$ cat config.mk
export PLATFORM = sky130hd
export DESIGN_NAME = pipe_reg
export DESIGN_NICKNAME = d
export VERILOG_FILES = /design/src/rtl/mips_pkg.sv /design/src/rtl/pipe_reg.sv
export SDC_FILE = /design/constraint.sdc
export NUM_CORES = 1
export LEC_CHECK = 0
export BUFFER_PORTS_ARGS = -buffer_cell sky130_fd_sc_hd__buf_2
export CAP_MARGIN = 40
export CORE_ASPECT_RATIO = 2
export CORE_MARGIN = 2
export CORE_UTILIZATION = 24
export DETAILED_ROUTE_END_ITERATION = 8
export GPL_ROUTABILITY_DRIVEN = 0
export GPL_TIMING_DRIVEN = 0
export SKIP_LAST_GASP = 1
export SLEW_MARGIN = 15
export SYNTH_ARGS = -nofsm -noshare
export SYNTH_HDL_FRONTEND = slang
export SYNTH_SLANG_ARGS = --single-unit
$ cat constraint.sdc
create_clock -name clk -period 1.7 [get_ports clk]
set_clock_uncertainty 0.15 [all_clocks]
set_input_delay 0 -clock clk [delete_from_list [all_inputs] [get_ports clk]]
set_output_delay 0 -clock clk [all_outputs]
set_load 0.1 [all_outputs]
$ cat src/rtl/mips_pkg.sv
// Shared constants and types for the MIPS pipeline blocks.
// Holds the default datapath width and the pipe register occupancy encoding.
package mips_pkg;

  localparam int WORD_W = 32;

  typedef enum logic [1:0] {
    ST_EMPTY = 2'd0,
    ST_ONE   = 2'd1,
    ST_TWO   = 2'd2
  } pipe_state_e;

endpackage

$ cat src/rtl/pipe_reg.sv
// Valid/ready pipeline register: two-entry skid buffer with registered in_ready
// (SKID=1) or single-entry register with combinational in_ready (SKID=0).
module pipe_reg
  import mips_pkg::*;
#(
  parameter int               WIDTH       = WORD_W,
  parameter logic [WIDTH-1:0] RESET_VALUE = '0,
  parameter bit               SKID        = 1'b1
) (
  input  logic             clk,
  input  logic             rst,
  input  logic             in_valid,
  output logic             in_ready,
  input  logic [WIDTH-1:0] in_data,
  input  logic             flush,
  output logic             out_valid,
  input  logic             out_ready,
  output logic [WIDTH-1:0] out_data
);

  if (SKID) begin : g_skid
    pipe_state_e      state_p1, state_d;
    logic [WIDTH-1:0] main_p1, main_d;
    logic [WIDTH-1:0] skid_p1, skid_d;
    logic             rdy_p1;
    logic             in_fire;

    assign in_fire   = in_valid & rdy_p1;
    assign in_ready  = rdy_p1;
    assign out_valid = (state_p1 != ST_EMPTY);
    assign out_data  = main_p1;

    always_comb begin
      state_d = state_p1;
      main_d  = main_p1;
      skid_d  = skid_p1;
      case (state_p1)
        ST_EMPTY: begin
          if (in_fire) begin
            state_d = ST_ONE;
            main_d  = in_data;
          end
        end
        ST_ONE: begin
          if (in_fire && out_ready) begin
            main_d = in_data;
          end else if (in_fire) begin
            state_d = ST_TWO;
            skid_d  = in_data;
          end else if (out_ready) begin
            state_d = ST_EMPTY;
          end
        end
        ST_TWO: begin
          // in_ready is low here, so only the drain path matters
          if (out_ready) begin
            state_d = ST_ONE;
            main_d  = skid_p1;
          end
        end
        default: state_d = ST_EMPTY;
      endcase
      if (flush) state_d = ST_EMPTY;
    end

    // stage p1: occupancy, ready flag and payload registers
    always_ff @(posedge clk) begin
      if (rst) begin
        state_p1 <= ST_EMPTY;
        rdy_p1   <= 1'b1;
        main_p1  <= RESET_VALUE;
        skid_p1  <= RESET_VALUE;
      end else begin
        state_p1 <= state_d;
        rdy_p1   <= (state_d != ST_TWO);
        main_p1  <= main_d;
        skid_p1  <= skid_d;
      end
    end
  end else begin : g_single
    logic             vld_p1;
    logic [WIDTH-1:0] data_p1;
    logic             in_fire;

    assign in_ready  = out_ready | ~vld_p1;
    assign in_fire   = in_valid & in_ready;
    assign out_valid = vld_p1;
    assign out_data  = data_p1;

    // stage p1: single entry, refilled in the same cycle it drains
    always_ff @(posedge clk) begin
      if (rst) begin
        vld_p1  <= 1'b0;
        data_p1 <= RESET_VALUE;
      end else begin
        if (flush)          vld_p1 <= 1'b0;
        else if (in_fire)   vld_p1 <= 1'b1;
        else if (out_ready) vld_p1 <= 1'b0;
        if (in_fire && !flush) data_p1 <= in_data;
      end
    end
  end

endmodule
; Yosys cells after proc, flatten, opt, wreduce, memory -nomap -nowiden
; Index checks and enable logic that the tools add are counted.
[classes]
n_addsub = 0
mul = 0
div = 0
order_cmp = 0
n_eq_ne = 6
shift = 0
n_mux = 11
n_bitwise = 2
n_reduce_logical = 6
[ops]
columns = operator, n
row1 = $mux W32, 3
row2 = $pmux W32 S3, 1
row3 = $mux W2, 6
row4 = $ne A2 B2 Y1 const B, 4
row5 = $pmux W2 S3, 1
row6 = $reduce_and A4 Y1, 1
row7 = $reduce_and A3 Y1, 1
row8 = $reduce_bool A3 Y1, 1
row9 = $eq A2 B1 Y1 const B, 1
row10 = $eq A2 B2 Y1 const B, 1
row11 = $logic_not A2 Y1, 1
row12 = $reduce_bool A2 Y1, 1
row13 = $and A1 B1 Y1, 1
row14 = $logic_and A1 B1 Y1, 1
row15 = $not A1 Y1, 1
[word_totals]
reg_bits = 67
latchBits = 0
mem_bits_rw = 0
romBits = 0
inputBits = 37
wordCells = 29
n_memories = 0

; Logic depth before layout (Yosys ltp)
[depth]
word_depth = 6
depth_mapped = 6

; Worst setup path after synthesis
; No wires, ideal clock.
[synth_timing]
path_type = reg-to-reg
from = reg g_skid.rdy_p1 (netlist: in_ready)
to = reg g_skid.main_p1[10] (netlist: out_data[10])
setup_ps = 89
arrival_ps = 2036
required_time_ps = 1461
path_slack_ps = -574
path_stages_with_launch = 6
cell_sequence = dfxtp_1 nand2_2 o221ai_4 buf_6 nor2_1 a311oi_2
[synth_via]
elab_chain_cells = 4
word_cells_on_any_way = 5
classes_between = eq/ne (2) / bitwise (1) / reduce/logical (2)
[synth_lines]
columns = element, line
row1 = "start, declared", pipe_reg.sv:25  ; logic rdy_p1;
row2 = "start signal, assigned", pipe_reg.sv:75  ; rdy_p1 <= (state_d != ST_TWO);
row3 = $and A1 B1 Y1 (*), pipe_reg.sv:28  ; assign in_fire = in_valid & rdy_p1;
row4 = $logic_and A1 B1 Y1, pipe_reg.sv:45  ; if (in_fire && out_ready) begin
row5 = $ne A2 B2 Y1 (no source line), --
row6 = $reduce_and A4 Y1 (no source line) (*), --
row7 = "end signal, assigned", pipe_reg.sv:76  ; main_p1 <= main_d;
row8 = "end, declared", pipe_reg.sv:23  ; logic [WIDTH-1:0] main_p1, main_d;
; Every way passes the cells marked *; elsewhere a longest branch is shown, timed or not.
; A chain may end at the register's enable or synchronous reset.

; Worst setup path in the final report
[layout_timing]
from = reg g_skid.state_p1[1]
to = reg g_skid.main_p1[24] (netlist: out_data[24])
[layout_via]
elab_chain_cells = 3
word_cells_on_any_way = 9
classes_between = eq/ne (5) / mux (1) / reduce/logical (3)
[layout_lines]
columns = element, line
row1 = "start, declared", pipe_reg.sv:22  ; pipe_state_e state_p1, state_d;
row2 = "start signal, assigned", pipe_reg.sv:74  ; state_p1 <= state_d;
row3 = "$eq A2 B1 Y1, or another cell as far along", pipe_reg.sv:37  ; case (state_p1)
row4 = $ne A2 B2 Y1 (no source line) or $reduce_bool A3 Y1 (tied branches), --
row5 = $reduce_and A4 Y1 (no source line), --
; Several ways; a longest one is shown, not always the timed one.

==> impl_metrics.env <==
export IMPL_yosys_area_share_simple_pct=24.6
export IMPL_route_antenna_remaining_nets=0
export IMPL_syn_cell_area_um2=2850
export IMPL_yosysSeqAreaShare_pct=47.1
export IMPL_design_area_um2=4120
export IMPL_h_tree_depth=3
export IMPL_internal_power_w=0.00334
export IMPL_clk_latency_ns=0.33
export IMPL_period_needed_ns=1.57
export IMPL_final_common_cell="nand2_1"
export IMPL_placedInstanceArea_um2=3390
export IMPL_clock_fmax_mhz=637
export IMPL_crit_slowest_cell="dfxtp_2"
export IMPL_synth_top_area_share_pct=47.1
export IMPL_port_buffers=70
export IMPL_max_slew_worst_pin_slew_ns=0.771
export IMPL_viasPerCell=4.50
export IMPL_synth_xor_area_share_pct=0.307
export IMPL_synth_cells=336
export IMPL_cts_root_buf="clkbuf_16"
export IMPL_max_stage_delay_ns=0.35
export IMPL_endpoint="out_data[24]"
export IMPL_cts_buffers_inserted=9
export IMPL_final_hold_viol_count=2
export IMPL_maxCapViolCount=0
export IMPL_clockPowerShare_pct=43.8
export IMPL_syn_to_final_growth_pct=44.5
export IMPL_grt_overflow=0
export IMPL_r2r_cells=6
export IMPL_io_pins=71
export IMPL_synth_mux_area_share_pct=0
export IMPL_ys_types=23
export IMPL_nNetsFinal=490
export IMPL_synth_seq_cells=67
export IMPL_crit_fanout=10
export IMPL_fin_setup_tns_ns=0
export IMPL_antenna_found_initial=0
export IMPL_slew_limit_headroom_pct=48.6
export IMPL_maxSlewViolCount=0
export IMPL_diodes=0
export IMPL_start_util_pct=24.5
export IMPL_die_area_um2=12800
export IMPL_synth_adder_area_share_pct=0
export IMPL_drive_above_1_share_pct=31.4
export IMPL_power_leakage_nw=1.66
export IMPL_post_dp_hpwl_um=6040
export IMPL_grt_first_pass_wirelength_um=13100
export IMPL_critical_path_cell_chain="nand3b_4, o221ai_4, buf_12, buf_6, nor2_1, a311oi_2"
export IMPL_synth_top_family_by_area="simple AND/OR/NAND/NOR gates"
export IMPL_final_util_pct=35.4
export IMPL_setup_viol=0
export IMPL_peakVddDrop_mv=0.648
export IMPL_grt_max_degree=13
export IMPL_clockBufferDepth=2
export IMPL_avgSynthCellArea_um2=8.48
export IMPL_wl_per_cell_um=13.4
export IMPL_grt_pass1_vias=2800
export IMPL_gr_usage_all_layers_pct=13.7
export IMPL_fin_ws_ns=0.131
export IMPL_sw_frac_of_total_pct=30.8
export IMPL_ys_warn_count=0
export IMPL_yosysTopAreaCell="dfxtp_1"
export IMPL_cp_arrival_ns=1.66
export IMPL_synth_compound_area_share_pct=22.9
export IMPL_num_rows=56
export IMPL_p_comb_share_pct=21.1
export IMPL_drcViolationCount=0
export IMPL_crit_start="g_skid.state_p1[1]"
export IMPL_cts_tree="built"
export IMPL_fp_coreArea_um2=11600
export IMPL_worstPathRequired_ns=1.79
export IMPL_rsz0062_at_grt="no"
export IMPL_fin_crit_sh_pct=92.3
export IMPL_r2r_setup_slack_ns=0.13
export IMPL_hold_class="in -> reg"
export IMPL_cts_sinks=67
export IMPL_clkTransAtPathRegs_ns=0.06
export IMPL_pre_cts_slack_ns=-0.0882
export IMPL_regToRegEndpoint="out_data[24]"
export IMPL_wl_um=8100
export IMPL_mostFrequentLayoutCells="128 x nand2_1, 78 x buf_2, 64 x dfxtp_1"
export IMPL_start_kind="register"
export IMPL_timing_worst_setup_path_type="reg -> reg"
export IMPL_switching_power_w=0.00149
export IMPL_power_density_nw_per_um2=1170
export IMPL_drt_initial_drc_count=141
export IMPL_drtPass1Iterations=4
export IMPL_vias=2715
export IMPL_finalHoldWorstSlack_ns=-0.0281
export IMPL_rr_startpoint="g_skid.state_p1[1]"
export IMPL_die_h_um=158
export IMPL_dieWidth_um=81.1
export IMPL_cp_end_kind="register"
export IMPL_synth_fp_nets=373
export IMPL_violations="hold timing"
export IMPL_outcome="finished, violations left"
export IMPL_synth_top_cells_by_area="dfxtp_1 47%, nand2_1 17%, a311oi_2 15%, a21oi_1 5.8%, nor2_1 4.5%"
export IMPL_seq_power_share_pct=35.0
## worst max-delay path, delay by kind of cell (launching register included)
family | cells | cell delay, ns
AO/OA/AOI/OAI | 2 | 0.42
flip-flops | 1 | 0.35
buffers and inverters | 2 | 0.29
AND/OR/NAND/NOR | 2 | 0.24
## flip-flops by register name, summed over array words and instances (netlist names)
name,count
out_data,32
g_skid.skid_p1,32
g_skid.state_p1,2
in_ready,1
## worst min-delay path by stage
stage	from	to	slack, ns	cells past startpoint
floorplan	flush	g_skid.state_p1[0]	-0.07	1
global placement	flush	g_skid.state_p1[0]	0.08	2
detailed placement	flush	g_skid.state_p1[0]	0.07	2
CTS	in_valid	g_skid.skid_p1[31]	0.002	5
global route	in_valid	g_skid.skid_p1[31]	0.002	5
finish	in_valid	g_skid.skid_p1[31]	-0.03	5
## cells by family after synthesis
family,Yosys count
compound gates,67
xor+xnor,1
buf+inv,27
flops,67
simple gates,174
## cell usage after synthesis
cell type	count
buf_2	10
clkbuf_1	10
nor4_1	1
nand3b_1	1
buf_4	3
nor2_1	34
nor2b_1	1
buf_1	1
nand3b_4	1
a21oi_1	33
nor3b_1	1
dfxtp_1	67
o221ai_4	1
a311oi_2	28
nand2_2	1
nand2b_1	3
or4_1	1
a311oi_1	4
or2_2	2
buf_6	3
o21ai_0	1
xnor2_1	1
nand2_1	128
## timing repair
item                                    4_1_cts  5_1_grt
hold buffers                                 35        0
pin swaps                                     1        0
endpoints found under the setup margin       44       57
gates cloned                                  0        0
buffers inserted                              2        0
hold endpoints to repair                     67        0
gates resized for setup                       4        8
## per-layer routing
layer / routed length [µm] / track usage, %
met5: 0 / 0
met4: 243 / 7.59
met1: 2990 / 12.8
met3: 310 / 3.14
met2: 4550 / 26.1
## power by group through the flow
stage | registers [W] | logic, W | clock network [W]
final | 0.00169 | 0.00102 | 0.00212
after global placement | 0.00172 | 0.000943 | 0
after floorplan | 0.00222 | 0.000264 | 0
after global routing | 0.00170 | 0.00107 | 0.00223
after CTS | 0.00169 | 0.00103 | 0.00217
after detailed placement | 0.00173 | 0.000953 | 0
## per-stage QoR
stage / power (W) / std cells
3_3_place_gp: 0.00267 / 551
5_1_grt: 0.00500 / 603
3_5_place_dp: 0.00268 / 551
4_1_cts: 0.00489 / 604
2_1_floorplan: 0.00248 / 336
6_report: 0.00483 / 603
## cell type report
| class | count | area (µm²) |
|---|---|---|
| plain buffers | 26 | 155 |
| clock buffers | 9 | 225 |
| clock inverters | 7 | 116 |
| fillers | 1264 | 7510 |
| multi-input cells | 242 | 1360 |
| flip-flops and latches | 67 | 1350 |
| well taps | 145 | 181 |
| repair buffers | 107 | 728 |
No activity file was read; power rests on OpenSTA's default activity.
